$ cat src/rtl/inst_rom_ctrl.sv
// Instruction store with a boot-load stream port and a wait-stated fetch handshake.
// Fetches at or beyond the loaded image return NOP_WORD and raise addr_err_o.
//
//   state   | meaning
//   --------+-----------------------------------------------------------
//   S_IDLE  | accepting fetches; load_mode_i starts a new image
//   S_LOAD  | streaming load words into the store until load_mode_i falls
//   S_WAIT  | fetch accepted, counting down wait states
//   S_RESP  | one-cycle instr_valid_o pulse with the fetched word
module inst_rom_ctrl #(
   parameter int                    DATA_WIDTH  = 8,
   parameter int                    ADDR_WIDTH  = 8,
   parameter int                    DEPTH       = 256,
   parameter int                    WAIT_STATES = 1,
   parameter logic [DATA_WIDTH-1:0] NOP_WORD    = '0
) (
   input  logic                  clk_i,
   input  logic                  rst_n_i,
   input  logic                  load_mode_i,
   input  logic                  load_valid_i,
   input  logic [DATA_WIDTH-1:0] load_data_i,
   output logic                  load_ready_o,
   output logic [ADDR_WIDTH:0]   load_count_o,
   input  logic                  fetch_req_i,
   input  logic [ADDR_WIDTH-1:0] fetch_addr_i,
   output logic                  fetch_ready_o,
   output logic                  instr_valid_o,
   output logic [DATA_WIDTH-1:0] instructor_o,
   output logic                  addr_err_o
);

   localparam logic [1:0] S_IDLE = 2'd0;
   localparam logic [1:0] S_LOAD = 2'd1;
   localparam logic [1:0] S_WAIT = 2'd2;
   localparam logic [1:0] S_RESP = 2'd3;

   localparam int              CW      = ADDR_WIDTH + 1;
   localparam logic [CW-1:0]   DEPTH_C = CW'(DEPTH);
   localparam logic [3:0]      WS_C    = 4'(WAIT_STATES);

   logic [1:0]            state_q, state_d;
   logic [3:0]            cnt_q, cnt_d;
   logic [ADDR_WIDTH-1:0] addr_q, addr_d;
   logic [CW-1:0]         count_q, count_d;
   logic [DATA_WIDTH-1:0] instr_q, instr_d;
   logic                  err_q, err_d;
   logic [DATA_WIDTH-1:0] mem_q [DEPTH];

   logic                  wr_en;
   logic                  rd_err;
   logic [DATA_WIDTH-1:0] rd_word;

   // load_count doubles as the write pointer; it never passes DEPTH, so no wrap
   assign wr_en   = (state_q == S_LOAD) && load_valid_i && (count_q < DEPTH_C);
   assign rd_err  = ({1'b0, addr_q} >= count_q) || ({1'b0, addr_q} >= DEPTH_C);
   assign rd_word = rd_err ? NOP_WORD : mem_q[addr_q];

   always_comb begin
      state_d = state_q;
      cnt_d   = cnt_q;
      addr_d  = addr_q;
      count_d = count_q;
      instr_d = instr_q;
      err_d   = err_q;
      case (state_q)
         S_IDLE: begin
            if (load_mode_i) begin
               state_d = S_LOAD;
               count_d = '0;
            end else if (fetch_req_i) begin
               state_d = S_WAIT;
               addr_d  = fetch_addr_i;
               cnt_d   = WS_C;
            end
         end
         S_LOAD: begin
            if (wr_en) count_d = count_q + 1'b1;
            if (!load_mode_i) state_d = S_IDLE;
         end
         S_WAIT: begin
            if (cnt_q == 4'd0) begin
               state_d = S_RESP;
               instr_d = rd_word;
               err_d   = rd_err;
            end else begin
               cnt_d = cnt_q - 4'd1;
            end
         end
         S_RESP:  state_d = S_IDLE;
         default: state_d = S_IDLE;
      endcase
   end

   always_ff @(posedge clk_i or negedge rst_n_i) begin
      if (!rst_n_i) begin
         state_q <= S_IDLE;
         cnt_q   <= '0;
         addr_q  <= '0;
         count_q <= '0;
         instr_q <= '0;
         err_q   <= 1'b0;
      end else begin
         state_q <= state_d;
         cnt_q   <= cnt_d;
         addr_q  <= addr_d;
         count_q <= count_d;
         instr_q <= instr_d;
         err_q   <= err_d;
      end
   end

   always_ff @(posedge clk_i or negedge rst_n_i) begin
      if (!rst_n_i) begin
         for (int i = 0; i < DEPTH; i++) mem_q[i] <= '0;
      end else if (wr_en) begin
         mem_q[count_q[ADDR_WIDTH-1:0]] <= load_data_i;
      end
   end

   // state_q sits at S_IDLE during reset, so fetch_ready needs the reset gate
   assign fetch_ready_o = rst_n_i && (state_q == S_IDLE) && !load_mode_i;
   assign load_ready_o  = (state_q == S_LOAD) && (count_q < DEPTH_C);
   assign instr_valid_o = (state_q == S_RESP);
   assign instructor_o  = instr_q;
   assign addr_err_o    = err_q;
   assign load_count_o  = count_q;

endmodule

$ cat config.mk
export PLATFORM = sky130hd
export DESIGN_NAME = inst_rom_ctrl
export DESIGN_NICKNAME = d
export VERILOG_FILES = /design/src/rtl/inst_rom_ctrl.sv
export SDC_FILE = /design/constraint.sdc
export NUM_CORES = 2
export LEC_CHECK = 0
export CAP_MARGIN = 15
export CORE_MARGIN = 2
export CORE_UTILIZATION = 55
export CTS_CLUSTER_DIAMETER = 150
export DETAILED_ROUTE_END_ITERATION = 7
export PLACE_DENSITY = 0.76
export SLEW_MARGIN = 5
export SYNTH_ARGS = -nofsm -noshare
export SYNTH_HDL_FRONTEND = slang
export SYNTH_SLANG_ARGS = --single-unit
$ cat constraint.sdc
create_clock -name clk_i -period 4.05 [get_ports clk_i]
set_input_delay 0.6075 -clock clk_i [delete_from_list [all_inputs] [get_ports clk_i]]
set_output_delay 0.6075 -clock clk_i [all_outputs]
set_load 0.005 [all_outputs]
* Word level (Yosys, flattened, before mapping)
Index checks and enable logic that the tools add are counted.
Widths: inputs -> output; s select.
** Word-level totals
- Register bits :: 2080
- Latch bits :: 0
- Memory bits (writable) :: 0
- Memory bits (read-only) :: 0
- Word-level logic and storage cells :: 318
- Memories kept :: 0
** Cells by class
- Add/sub/neg operators :: 2
- Multiply operators :: 0
- Div/mod/pow operators :: 0
- Magnitude comparators :: 5
- Eq/ne operators :: 11
- Shift-type cells :: 0
- Multiplexer cells :: 19
- Bitwise operators :: 3
- Reduce and logical (&&, ||, !) cells :: 16
** Operator list (count)
- $bwmux 2048 :: 1
- $bmux 8 s8 :: 1
- $demux 8 s8 :: 1
- $mux 8 :: 4
- $ge 9x9->1 const B :: 2
- $mux 9 :: 2
- $not 8->9 :: 2
- $pmux 9 s2 :: 1
- $ne 2x2->1 const B :: 7
- $mux 4 :: 3
- $add 9x1->9 const B :: 1
- $ge 8x9->1 :: 1
- $lt 9x1->1 const B :: 1
- $lt 9x9->1 const B :: 1
- $reduce_and 3->1 :: 3
- $mux 2 :: 4
- $pmux 2 s4 :: 1
- $pmux 4 s2 :: 1
- $logic_and 1x1->1 :: 6
- $eq 2x2->1 const B :: 2
- $logic_not 4->1 :: 1
- $reduce_and 4->1 :: 1
- $reduce_bool 2->1 :: 2
- $sub 4x1->4 const B :: 1
- 6 further kinds :: 6

* Longest topological paths before layout
- Depth after elaboration :: 6
- Gate-level depth with buffers :: 14
- Gate-level depth less buffers :: 9

* Least setup slack after synthesis
OpenSTA, ideal clock, no wires.
- Path kind :: reg2reg
- Start :: register addr_q[0]
- End :: register instr_q[6], in the netlist instructor_o[6]
- Setup time :: 122 ps
- Arrival time :: 2481 ps
- Path slack :: 1448 ps
- Stages on the path, launching flop included :: 15
- Clock period less this slack :: 2602 ps
- Path through :: dfrtp_1 > buf_6 > buf_12 > buf_8 > buf_6 > buf_6 > inv_1 > ha_1 > nand2b_1 > a31oi_1 > o21ai_0 > a21oi_1 > o21bai_1 > inv_1 > a32o_1
** On the way
- Word-level cells in the longest chain between the ends :: 5
- Elaborated cells on any way between the ends :: 6
** Ends and longest elaborated chain
- start, declared :: line 43 : logic [ADDR_WIDTH-1:0] addr_q, addr_d;
- start signal, assigned :: line 105 : addr_q <= addr_d;
- $not 8->9 (not written as such) :: line 56 : assign rd_word = rd_err ? NOP_WORD : mem_q[addr_q];
- $bmux 8 s8 :: line 56
- $mux 8 (not written as such) (2 in a row) :: line 56
- $mux 8 (*) :: line 56
- end signal, assigned :: line 107 : instr_q <= instr_d;
- end, declared :: line 45 : logic [DATA_WIDTH-1:0] instr_q, instr_d;
Every way passes the cells marked *; elsewhere a longest branch is shown, timed or not. The select of a mux whose other input is x is not followed.
A chain may end at the register's enable or synchronous reset.

* Final worst setup path
- Start :: register addr_q[2]
- End :: register instr_q[5], in the netlist instructor_o[5]
Same word-level chain as after synthesis.

==> impl_metrics.env <==
export IMPL_cp_cell_sequence="nand2b_1 > buf_12 > a221oi_1 > nand2_1 > nand3_1 > o21ai_0 > or4_1 > o31ai_1"
export IMPL_worst_setup_path_start_kind="flop"
export IMPL_vdd_drop_max_mv=0.523
export IMPL_timing_rr_end="instructor_o[5]$_DFFE_PN0P_"
export IMPL_die_width_um=421
export IMPL_first_global_vias=60600
export IMPL_post_synth_mux_area_share_pct=36.6
export IMPL_yosys_area_share_adder_pct=0.170
export IMPL_design_core_area_sq_um=172000
export IMPL_multiInputGateArea_sq_um=41100
export IMPL_firstDrtPassIters=6
export IMPL_rsz0062_at_grt="false"
export IMPL_fin_setup_tns_ps=0
export IMPL_p_leak_nw=51.0
export IMPL_synth_yosys_seq_area_share_pct=54.5
export IMPL_syn_mean_instance_area_sq_um=15.2
export IMPL_main_combinational_cell_family_by_area_after_synthesis="multiplexers"
export IMPL_clock_sinks=2080
export IMPL_post_route_min_period_ps=3870
export IMPL_setup_worst_path_end_class="flop"
export IMPL_most_common_cell_in_the_netlist="sky130_fd_sc_hd__dfrtp_1"
export IMPL_p_per_area_nw_per_um2=514
export IMPL_drt_antenna_violating_nets=0
export IMPL_synthDominantCellAreaShare_pct=54.5
export IMPL_compound_cell_area_share_of_the_yosys_netlist_pct=3.08
export IMPL_ctsLongestPathBuffers=3
export IMPL_timing_reg2reg_setup_slack_ps=180
export IMPL_tritoncts_num_buffers=204
export IMPL_drive_gt1_share_pct=50.0
export IMPL_cp_slowest_cell="sky130_fd_sc_hd__nand2b_1"
export IMPL_finClkSkew_ps=59.2
export IMPL_result_of_the_run="completed"
export IMPL_maxSlewViolCount=0
export IMPL_start_util_pct=55.5
export IMPL_slew_headroom_pct=16.9
export IMPL_synthTopCellsByCount="2080 x sky130_fd_sc_hd__dfrtp_1, 2059 x sky130_fd_sc_hd__mux2_2, 414 x sky130_fd_sc_hd__mux4_2"
export IMPL_synth_xor_xnor_area_share_pct=0.0642
export IMPL_placed_cells_incl_taps=8489
export IMPL_final_seq_area_sq_um=52100
export IMPL_fraction_of_power_spent_switching_nets_pct=32.8
export IMPL_cts_htree_levels=4
export IMPL_async_flop_share_pct=100
export IMPL_worst_path_max_fanout=27
export IMPL_cp_arrival_ps=4630
export IMPL_io_buffers=41
export IMPL_hold_path_class="input pin to async pin"
export IMPL_yosys_most_used_dff="sky130_fd_sc_hd__dfrtp_1"
export IMPL_synth_cell_area_sq_um=95400
export IMPL_start_of_the_worst_register_to_register_path="addr_q[2]$_DFFE_PN0P_"
export IMPL_fp_dieH_um=421
export IMPL_worst_r2r_cell_count=8
export IMPL_final_period_utilization_pct=95.5
export IMPL_synth_simple_area_share_pct=3.02
export IMPL_crit_path_max_incr_delay_ps=760
export IMPL_antenna_found_initial=14
export IMPL_tritoncts="yes"
export IMPL_max_cap_violations=0
export IMPL_instances_no_fill=8875
export IMPL_synth_top_area_cell="sky130_fd_sc_hd__dfrtp_1"
export IMPL_routed_vias_inst=6.59
export IMPL_finalHoldViolCount=0
export IMPL_worstSetupPathType="flop to flop"
export IMPL_synth_edff_count=0
export IMPL_grt_max_degree=173
export IMPL_totalWireLength_um=277000
export IMPL_synth_nets=6332
export IMPL_grt_usage_pct=31.9
export IMPL_cts_resized=0
export IMPL_p_clk_share_pct=35.6
export IMPL_seqPwrFrac_pct=39.6
export IMPL_place_gp_congestion=0.976
export IMPL_power_share_combinational_pct=24.8
export IMPL_synthesized_instance_count=6298
export IMPL_die_area_sq_um=177000
export IMPL_worst_endpoint_required_ps=4810
export IMPL_insertion_delay_of_the_later_clocked_pin_in_the_worst_skew_pair_ps=880
export IMPL_placementRows=152
export IMPL_drt_iter0_markers=5840
export IMPL_cts_reportedPaths_clkPinSlew_ps=70
export IMPL_dpl_hpwl_um=182000
export IMPL_area_growth_syn_to_layout_pct=11.6
export IMPL_switching_power_mw=18.0
export IMPL_ys_top_cells_by_area="sky130_fd_sc_hd__dfrtp_1 55%, sky130_fd_sc_hd__mux2_2 24%, sky130_fd_sc_hd__mux4_2 9.8%, sky130_fd_sc_hd__mux2i_1 2.3%, sky130_fd_sc_hd__clkbuf_1 1.2%"
export IMPL_max_freq_mhz=258
export IMPL_timing_final_setup_violations=0
export IMPL_finalNetCount=6420
export IMPL_wire_length_of_the_first_global_routing_pass_um=413000
export IMPL_finalCoreUtilization_pct=62.0
export IMPL_routed_wl_per_cell_um=31.2
export IMPL_timing_worst_slew_pin_value_ps=1240
export IMPL_route_vias_total=58500
export IMPL_clockRootBuffer="sky130_fd_sc_hd__clkbuf_16"
export IMPL_ioPinCount=42
export IMPL_p_int_mw=36.8
export IMPL_layout_filler_cells=12500
export IMPL_netlist_cell_type_count=72
export IMPL_ys_ff_latch=2080
export IMPL_drcViolationCount=0
export IMPL_grt_overflow_total=0
export IMPL_yosys_warnings=0
==> metal layers <==
layer  up-vias  track usage, %  wire, um
met5         -               0       181
met4        26            17.1     17300
met3       769            8.55     25000
met2      2521            47.3    124000
met1     31500            43.1    110000
li1      23700               -         -
==> metrics by stage <==
stage	hold WS, ps	area [sq um]	power, mW	setup WS [ps]
2_1_floorplan	312	95400	29.4	1450
3_3_place_gp	480	99600	35.1	374
3_5_place_dp	487	99600	35.2	324
4_1_cts	303	107000	54.5	305
5_1_grt	316	107000	56.1	222
6_report	313	107000	54.8	181
==> worst max-delay path: cells and delay by family, from the launching register on <==
kind	cells	cell delay (ps)
buffers and inverters	1	410
and+or+nand+nor	4	1790
AOI/OAI and AO/OA	3	830
DFF	1	710
==> flip-flops by register name (all words and copies together), names as in the netlist <==
signal / flops
mem_q: 2048
load_count_o: 9
addr_q: 8
instructor_o: 8
cnt_q: 4
state_q: 2
addr_err_o: 1
==> timing repair <==
item                                   CTS  global route
buffers inserted                         0             0
hold buffers                             1             0
endpoints found under the hold margin   77             0
==> cell usage in the layout (no fill, tap or decap), types with 7 or more instances in the layout <==
| cell | instances |
|---|---|
| sky130_fd_sc_hd__ha_1 | 13 |
| sky130_fd_sc_hd__inv_1 | 16 |
| sky130_fd_sc_hd__nand2_2 | 12 |
| sky130_fd_sc_hd__and2_1 | 9 |
| sky130_fd_sc_hd__o31ai_1 | 12 |
| sky130_fd_sc_hd__bufinv_16 | 10 |
| sky130_fd_sc_hd__o221ai_1 | 10 |
| sky130_fd_sc_hd__clkdlybuf4s50_1 | 32 |
| sky130_fd_sc_hd__o22ai_1 | 12 |
| sky130_fd_sc_hd__nor2_2 | 119 |
| sky130_fd_sc_hd__a211oi_1 | 8 |
| sky130_fd_sc_hd__dfrtp_1 | 2075 |
| sky130_fd_sc_hd__a22o_1 | 11 |
| sky130_fd_sc_hd__buf_4 | 251 |
| sky130_fd_sc_hd__o21ai_0 | 47 |
| sky130_fd_sc_hd__mux2_2 | 2059 |
| sky130_fd_sc_hd__nor2_1 | 142 |
| sky130_fd_sc_hd__mux4_2 | 414 |
| sky130_fd_sc_hd__clkbuf_16 | 207 |
| sky130_fd_sc_hd__nand2b_1 | 14 |
| sky130_fd_sc_hd__a221o_1 | 14 |
| sky130_fd_sc_hd__buf_12 | 58 |
| sky130_fd_sc_hd__nand3_1 | 40 |
| sky130_fd_sc_hd__o211ai_1 | 17 |
| sky130_fd_sc_hd__mux2i_1 | 222 |
| sky130_fd_sc_hd__mux4_1 | 7 |
| sky130_fd_sc_hd__clkbuf_8 | 62 |
| sky130_fd_sc_hd__a221oi_1 | 64 |
| sky130_fd_sc_hd__a21oi_1 | 66 |
| sky130_fd_sc_hd__a31oi_1 | 12 |
| sky130_fd_sc_hd__nor4_1 | 12 |
| sky130_fd_sc_hd__a22oi_1 | 91 |
| sky130_fd_sc_hd__nand2_1 | 174 |
| sky130_fd_sc_hd__clkinv_2 | 41 |
| sky130_fd_sc_hd__clkbuf_1 | 51 |
| sky130_fd_sc_hd__nor2b_1 | 8 |
| sky130_fd_sc_hd__nand4_1 | 16 |
| sky130_fd_sc_hd__nor3_1 | 25 |
==> area by class of cell <==
type,instances,area share [%]
sequential,2080,48.9
multi-input combinational,3730,38.5
clock buffer,312,5.74
timing repair buffer,351,3.30
tap,2310,2.71
clock inverter,68,0.766
inverter,19,0.0693
antenna,5,0.0117
==> power by group through the flow <==
| stage | registers, mW | clock network [mW] | logic, mW |
|---|---|---|---|
| 6_report | 21.7 | 19.5 | 13.6 |
| 5_1_grt | 21.7 | 20.6 | 13.9 |
| 4_1_cts | 21.7 | 19.7 | 13.2 |
| 3_5_place_dp | 22.1 | 0 | 13.2 |
| 3_3_place_gp | 22.0 | 0 | 13.1 |
| 2_1_floorplan | 21.6 | 0 | 7.75 |
==> how the worst max path moves through the flow <==
stage | start | endpoint | slack [ps] | cells after the start
after CTS | addr_q[2]$_DFFE_PN0P_ | instructor_o[5]$_DFFE_PN0P_ | 310 | 8
after detailed placement | addr_q[2]$_DFFE_PN0P_ | instructor_o[5]$_DFFE_PN0P_ | 320 | 8
after global routing | addr_q[2]$_DFFE_PN0P_ | instructor_o[5]$_DFFE_PN0P_ | 220 | 8
after global placement | addr_q[2]$_DFFE_PN0P_ | instructor_o[5]$_DFFE_PN0P_ | 370 | 8
final | addr_q[2]$_DFFE_PN0P_ | instructor_o[5]$_DFFE_PN0P_ | 180 | 8
after floorplan | addr_q[0]$_DFFE_PN0P_ | instructor_o[6]$_DFFE_PN0P_ | 1450 | 14
==> kinds of logic (layout without fill, tap and decap cells) <==
logic type | after synthesis | after routing
muxes | 2702 | 2702
DFF | 2080 | 2080
and+or+nand+nor | 602 | 602
buffers and inverters | 488 | 750
AOI/OAI and AO/OA | 406 | 406
adders and majority gates | 13 | 13
xor gates and xnor gates | 7 | 7
other | 0 | 5
Power figures use the tool's default switching activity.
